===== config.mk =====
export PLATFORM = sky130hd
export DESIGN_NAME = bcd_to_b16
export DESIGN_NICKNAME = d
export VERILOG_FILES = /design/src/rtl/bcd_to_b16.sv
export SDC_FILE = /design/constraint.sdc
export NUM_CORES = 1
export LEC_CHECK = 0
export CORE_MARGIN = 1
export CORE_UTILIZATION = 30
export CTS_CLUSTER_SIZE = 30
export DETAILED_ROUTE_END_ITERATION = 12
export DONT_BUFFER_PORTS = 1
export GPL_TIMING_DRIVEN = 0
export REMOVE_ABC_BUFFERS = 1
export SLEW_MARGIN = 20
export SYNTH_ARGS = -nofsm -noshare
export SYNTH_HDL_FRONTEND = slang
export SYNTH_SLANG_ARGS = --single-unit

===== constraint.sdc =====
create_clock -name clk -period 4 [get_ports clk]
set_clock_uncertainty 0.05 [all_clocks]
set_input_delay 0.8 -clock clk [delete_from_list [all_inputs] [get_ports clk]]
set_output_delay 0.8 -clock clk [all_outputs]
set_load 0.005 [all_outputs]

===== src/rtl/bcd_to_b16.sv =====
// Five-digit BCD to 16-bit binary converter.
// One multiply-by-10-and-add step per clock, start/busy/done handshake.
module bcd_to_b16 #(
  parameter logic [3:0] NULL_VALUE    = 4'b1111,
  parameter bit         BLANK_AS_ZERO = 1'b1
) (
  input  logic        clk,
  input  logic        rst,
  input  logic        start,
  input  logic [3:0]  D5,
  input  logic [3:0]  D4,
  input  logic [3:0]  D3,
  input  logic [3:0]  D2,
  input  logic [3:0]  D1,
  output logic        busy,
  output logic        done,
  output logic [15:0] value,
  output logic        invalid_digit,
  output logic        overflow
);

  typedef enum logic [1:0] {
    IDLE,
    CONV,
    DONE
  } state_t;

  state_t      state;
  state_t      state_nx;
  logic [19:0] digs;
  logic [2:0]  idx;
  logic [16:0] acc;
  logic        err;

  logic [3:0]  cur;
  logic        is_null;
  logic        bad;
  logic [3:0]  d_eff;
  logic [16:0] acc_nx;
  logic        err_nx;
  logic        accept;
  logic        last;

  // Digits are shifted out MSB-first, so the current digit is the top nibble.
  assign cur     = digs[19:16];
  assign is_null = (cur == NULL_VALUE);
  assign bad     = is_null ? !BLANK_AS_ZERO : (cur > 4'd9);
  assign d_eff   = (is_null || bad) ? 4'd0 : cur;
  assign acc_nx  = (acc << 3) + (acc << 1) + 17'(d_eff);
  assign err_nx  = err | bad;
  assign last    = (state == CONV) && (idx == 3'd4);
  assign accept  = start && ((state == IDLE) || (state == DONE));

  // State register.
  always_ff @(posedge clk or posedge rst) begin
    if (rst) state <= IDLE;
    else     state <= state_nx;
  end

  // Next-state and handshake outputs.
  always_comb begin
    state_nx = state;
    busy     = 1'b0;
    done     = 1'b0;
    unique case (state)
      IDLE: begin
        if (start) state_nx = CONV;
      end
      CONV: begin
        busy = 1'b1;
        if (idx == 3'd4) state_nx = DONE;
      end
      DONE: begin
        done     = 1'b1;
        state_nx = start ? CONV : IDLE;
      end
      default: state_nx = IDLE;
    endcase
  end

  // Digit latch, accumulator and step counter.
  always_ff @(posedge clk or posedge rst) begin
    if (rst) begin
      digs <= '0;
      idx  <= '0;
      acc  <= '0;
      err  <= 1'b0;
    end else begin
      unique case (1'b1)
        accept: begin
          digs <= {D5, D4, D3, D2, D1};
          idx  <= '0;
          acc  <= '0;
          err  <= 1'b0;
        end
        (state == CONV): begin
          digs <= {digs[15:0], 4'd0};
          idx  <= idx + 3'd1;
          acc  <= acc_nx;
          err  <= err_nx;
        end
        default: ;
      endcase
    end
  end

  // Result registers update only on the final step and hold otherwise.
  always_ff @(posedge clk or posedge rst) begin
    if (rst) begin
      value         <= '0;
      invalid_digit <= 1'b0;
      overflow      <= 1'b0;
    end else if (last) begin
      if (err_nx) begin
        value         <= '0;
        invalid_digit <= 1'b1;
        overflow      <= 1'b0;
      end else begin
        value         <= acc_nx[15:0];
        invalid_digit <= 1'b0;
        overflow      <= acc_nx[16];
      end
    end
  end

endmodule


## After elaboration in Yosys (flattened, before gate mapping)

Index checks and enable logic that the tools add are counted.

| operators by class | value |
|---|---|
| add/subtract/negate cells | 3 |
| multipliers | 0 |
| divide/modulo/power cells | 0 |
| $lt $le $gt $ge | 1 |
| eq/ne operators | 6 |
| shift-type cells | 0 |
| multiplexer cells | 15 |
| bitwise logic cells | 1 |
| reduce and logical (&&, ||, !) cells | 7 |

Operator list:

| cell | number |
|---|---|
| $pmux W20 S2 | 1 |
| $pmux W16 S2 | 1 |
| $add A17 B17 Y17 | 1 |
| $add A17 B4 Y17 | 1 |
| $mux W16 | 1 |
| $mux W1 | 6 |
| $pmux W2 S3 | 1 |
| $pmux W3 S2 | 1 |
| $eq A4 B4 Y1 const B | 1 |
| $gt A4 B4 Y1 const B | 1 |
| $mux W2 | 2 |
| $mux W4 | 1 |
| $add A3 B1 Y3 const B | 1 |
| $eq A3 B3 Y1 const B | 1 |
| $eq A2 B1 Y1 const B | 1 |
| $eq A2 B2 Y1 const B | 1 |
| $logic_and A1 B1 Y1 | 2 |
| $logic_not A2 Y1 | 1 |
| $logic_or A1 B1 Y1 | 2 |
| $ne A2 B1 Y1 const B | 1 |
| $ne A2 B2 Y1 const B | 1 |
| $pmux W1 S2 | 1 |
| $reduce_and A2 Y1 | 1 |
| $reduce_bool A2 Y1 | 1 |
| $or A1 B1 Y1 | 1 |

| storage, ports and cells | value |
|---|---|
| bits in registers | 60 |
| bits in latches | 0 |
| RAM bits | 0 |
| memory bits (read-only) | 0 |
| output and inout port bits | 20 |
| memories kept | 0 |

## Longest topological paths before layout

| logic depth | value |
|---|---|
| word-level depth | 6 |
| gate-level depth with buffers | 10 |
| mapped depth without buffers | 10 |

## Worst setup path after synthesis

Ideal clock, no wire load.

| path | value |
|---|---|
| path type | flip-flop to flip-flop |
| from | register digs[17] |
| to | register value[14] |
| library setup time | 0.124 ns |
| arrival | 2.695 ns |
| slack | 1.131 ns |
| stages on the path, launching flop included | 11 |
| path buffers | 0 |
| clock period less this slack | 2.869 ns |
| cells stage by stage | dfrtp_1 nor2_1 nand2_1 fa_1 inv_1 fa_1 a21o_1 a221oi_4 a31oi_2 and4b_1 a211o_1 |

| on the way | value |
|---|---|
| word-level cells in the longest chain between the ends | 6 |

RTL lines:

| element | RTL line | RTL |
|---|---|---|
| start: declaration | 30 | `logic [19:0] digs;` |
| start signal: assignment | 91 | `digs <= {D5, D4, D3, D2, D1};` |
| start signal: assignment | 97 | `digs <= {digs[15:0], 4'd0};` |
| $gt A4 B4 Y1 / $eq A4 B4 Y1 (equally long branches) | 47, 46 |  |
| $mux W1 | 47 | `assign bad = is_null ? !BLANK_AS_ZERO : (cur > 4'd9);` |
| $logic_or A1 B1 Y1 | 48 | `assign d_eff = (is_null \|\| bad) ? 4'd0 : cur;` |
| $mux W4 | 48 |  |
| $add A17 B4 Y17 | 49 | `assign acc_nx = (acc << 3) + (acc << 1) + 17'(d_eff);` |
| $mux W16 * | 114 | `if (err_nx) begin` |
| end signal: assignment | 119 | `value <= acc_nx[15:0];` |
| end: declaration | 17 | `output logic [15:0] value,` |

Mark *: on every way between the ends. The rest lies on a longest branch, timed or not.
A chain may end at the register's enable or synchronous reset.

## Final worst setup path

Ends and elaborated chain as after synthesis.

==> results.sh <==
export IMPL_critPathRequiredTime_ns=4.19
export IMPL_first_global_vias=2447
export IMPL_part_of_the_power_in_combinational_logic=0.543
export IMPL_ys_types=47
export IMPL_rr_endpoint="value[14]$_DFFE_PP0P_"
export IMPL_worstReg2RegStart="digs[17]$_DFFE_PP0P_"
export IMPL_detail_route_wl_per_cell_um=15.7
export IMPL_via_count=2413
export IMPL_slowest_stage="sky130_fd_sc_hd__fa_1"
export IMPL_clk_pin_slew_worst_paths_ns=0.08
export IMPL_dieArea_um2=11700
export IMPL_drive_gt1_frac=0.0901
export IMPL_flops_latches_synth=60
export IMPL_dieWidth_um=108
export IMPL_cp_arrival_ns=3.28
export IMPL_numClockSinks=60
export IMPL_total_of_max_cap_violations=0
export IMPL_setup_violations_final=0
export IMPL_fp_row_count=38
export IMPL_worst_setup_path_type="reg2reg"
export IMPL_final_cell_mix="sky130_fd_sc_hd__dfrtp_1, sky130_fd_sc_hd__nand2_1, sky130_fd_sc_hd__ha_1, sky130_fd_sc_hd__a22o_1, sky130_fd_sc_hd__o21ai_0"
export IMPL_intPower_mw=1.93
export IMPL_timing_final_crit_share=0.773
export IMPL_num_fill_cells=1085
export IMPL_critical_path_max_stage_delay_ns=0.48
export IMPL_globalRouteTotalUtil=0.138
export IMPL_syn_avg_cell_area_um2=10.6
export IMPL_cts_htree_levels=3
export IMPL_grt_first_pass_wirelength_um=12300
export IMPL_drt_pass1_iterations=4
export IMPL_placed_cells=446
export IMPL_vdd_ir_drop_worst_mv=0.309
export IMPL_switching_share_of_power=0.450
export IMPL_max_slew_margin=0.303
export IMPL_outcome="complete, no violations"
export IMPL_regToRegSetupSlack_ns=0.91
export IMPL_critical_path_buf_inv_count=1
export IMPL_postCtsSetupBuffers=0
export IMPL_power_density_nw_per_um2=937
export IMPL_num_io_pins=43
export IMPL_syn_instance_count=319
export IMPL_final_max_slew_viols=0
export IMPL_power_frac_clock=0.145
export IMPL_yosys_warnings=0
export IMPL_area_growth_synth_to_final_pct=10.7
export IMPL_postRouteWirelength_um=7270
export IMPL_cts_hold_buffers_added=0
export IMPL_critical_path_startpoint_type="flip-flop"
export IMPL_drt_vias_per_instance=5.22
export IMPL_final_cell_count_no_fill=462
export IMPL_drt_iter0_markers=67
export IMPL_synth_top_cell_area_share=0.444
export IMPL_share_seq_of_total_power=0.312
export IMPL_gpl_final_weighted_congestion=0.822
export IMPL_post_synth_main_area_contributors="sky130_fd_sc_hd__dfrtp_1, sky130_fd_sc_hd__ha_1, sky130_fd_sc_hd__a22o_1, sky130_fd_sc_hd__mux2i_1, sky130_fd_sc_hd__nand2_1"
export IMPL_start_util=0.311
export IMPL_reg2reg_depth=10
export IMPL_cp_top_family="compound AO/OA/AOI/OAI gates"
export IMPL_worstSetupEndpointType="flip-flop"
export IMPL_number_of_failing_hold_endpoints_at_the_final_stage=0
export IMPL_cp_max_fo=6
export IMPL_maximum_number_of_pins_on_one_net_before_global_route_repair=56
export IMPL_antenna_violations_before_repair=0
export IMPL_hp_class="in2async"
export IMPL_number_of_flops_mapped_to_enable_cells_by_yosys=0
export IMPL_final_nets=372
export IMPL_max_slew_worst_pin_slew_ns=1.04
export IMPL_power_static_leakage_nw=1.75
export IMPL_post_synthesis_async_set_or_reset_flop_share=1.00
export IMPL_cp_common_cell="sky130_fd_sc_hd__fa_1"
export IMPL_drc=0
export IMPL_layout_cells_most_common="sky130_fd_sc_hd__dfrtp_1"
export IMPL_port_buffer_count=0
export IMPL_worstSkewPairLatency_ns=0.36
export IMPL_drt_antenna_violating_nets=0
export IMPL_synthFlopType="sky130_fd_sc_hd__dfrtp_1"
export IMPL_antenna_diode_count=0
export IMPL_die_y_um=108
export IMPL_finalWorstPathRequiredPeriod_ns=3.09
export IMPL_hpwl_um=5140
export IMPL_post_cts_resize_count=0
export IMPL_number_of_cts_inserted_buffers=9
export IMPL_fmax_mhz=324
export IMPL_cts_tree="yes"
export IMPL_max_clock_path_buffers=2
export IMPL_post_synth_top_area_cell="sky130_fd_sc_hd__dfrtp_1"
export IMPL_critical_path_cell_chain="nor2_1 > nand2_1 > fa_1 > inv_1 > fa_1 > a21o_1 > a221oi_4 > a31oi_2 > and4b_1 > a211o_1"
export IMPL_placeableCoreArea_um2=10900
export IMPL_final_total_pwr_mw=3.51
export IMPL_clockRootBuffer="sky130_fd_sc_hd__clkbuf_8"
export IMPL_sequential_element_share_of_the_synthesized_area=0.444
export IMPL_grt_overflow_total=0
export IMPL_mappedNetlistArea_um2=3380
export IMPL_rsz_0062_raised_after_global_routing="false"
export IMPL_power_switching_mw=1.58
-- flip-flops by register name, indices dropped and copies added, names as in the netlist --
signal         cells
value             16
digs              20
state              2
err                1
invalid_digit      1
acc               16
overflow           1
idx                3
-- power by group through the flow --
stage	sequential, mW	combinational, mW	clock, mW
6_report	1.09	1.90	0.509
5_1_grt	1.13	2.16	0.551
4_1_cts	1.10	1.93	0.527
3_5_place_dp	1.11	1.92	0
3_3_place_gp	1.10	1.85	0
2_1_floorplan	1.03	1.53	0
-- kinds of logic (layout without fill, tap and decap cells) --
family	Yosys count	in the layout	synth area share
flops	60	60	0.444
simple gates	77	77	0.113
xor+xnor	10	10	0.0259
buf+inv	27	30	0.0326
mux	16	16	0.0474
compound gates	97	97	0.215
fa+ha+maj	32	32	0.123
-- per-layer routing --
layer / vias up / part of all wire / global-route usage
met5: - / 0 / 0
met4: 0 / 0.013 / 0.0577
met3: 11 / 0.058 / 0.0470
met2: 40 / 0.46 / 0.217
met1: 1181 / 0.46 / 0.170
li1: 1181 / - / -
-- how the worst max path moves through the flow --
stage / start / to / slack [ns] / cells after the start
2_1_floorplan: start / acc[14]$_DFFE_PP0P_ / 0.68 / 3
3_3_place_gp: start / acc[14]$_DFFE_PP0P_ / -0.61 / 3
3_5_place_dp: idx[0]$_DFFE_PP0P_ / value[15]$_DFFE_PP0P_ / 0.91 / 7
4_1_cts: idx[0]$_DFFE_PP0P_ / value[15]$_DFFE_PP0P_ / 0.88 / 7
5_1_grt: idx[0]$_DFFE_PP0P_ / value[15]$_DFFE_PP0P_ / 0.66 / 7
6_report: digs[17]$_DFFE_PP0P_ / value[14]$_DFFE_PP0P_ / 0.91 / 10
-- cell type report --
cell class / instances / area (um^2) / area share
repair buffers: 3 / 46.3 / 0.0124
multi-input cells: 232 / 1790 / 0.479
inverters: 11 / 43.8 / 0.0117
flip-flops and latches: 60 / 1500 / 0.401
well taps: 140 / 175 / 0.0468
clock buffers: 9 / 124 / 0.0331
clock inverters: 7 / 58.8 / 0.0157
-- synth_stat cells, types with 2 or more instances --
cell type,count
sky130_fd_sc_hd__dfrtp_1,60
sky130_fd_sc_hd__nand2_1,35
sky130_fd_sc_hd__ha_1,30
sky130_fd_sc_hd__a22o_1,25
sky130_fd_sc_hd__o21ai_0,24
sky130_fd_sc_hd__mux2i_1,16
sky130_fd_sc_hd__a21oi_1,12
sky130_fd_sc_hd__inv_1,10
sky130_fd_sc_hd__a32o_1,9
sky130_fd_sc_hd__clkbuf_1,9
sky130_fd_sc_hd__a21o_1,8
sky130_fd_sc_hd__nor2_1,8
sky130_fd_sc_hd__nand3_1,7
sky130_fd_sc_hd__or3_1,6
sky130_fd_sc_hd__xnor2_1,6
sky130_fd_sc_hd__and3_1,4
sky130_fd_sc_hd__buf_2,4
sky130_fd_sc_hd__nor2b_1,4
sky130_fd_sc_hd__xor2_1,4
sky130_fd_sc_hd__o21a_1,3
sky130_fd_sc_hd__a211o_1,2
sky130_fd_sc_hd__a211oi_1,2
sky130_fd_sc_hd__a31oi_1,2
sky130_fd_sc_hd__buf_1,2
sky130_fd_sc_hd__fa_1,2
sky130_fd_sc_hd__nand4_1,2
sky130_fd_sc_hd__nor3_1,2
sky130_fd_sc_hd__nor3b_1,2
-- per-stage QoR --
step	setup WS, ns	util	cell area, um^2	TNS, ns	hold slack (ns)
finish	0.910	0.344	3740	0	0.243
global route	0.658	0.344	3740	0	0.258
CTS	0.877	0.344	3740	0	0.251
detailed placement	0.911	0.327	3560	0	0.419
global placement	-0.614	0.320	3490	-11.89	0.409
floorplan	0.680	-	3310	0	0.399
Note: power is estimated with default switching activity, not from simulation.
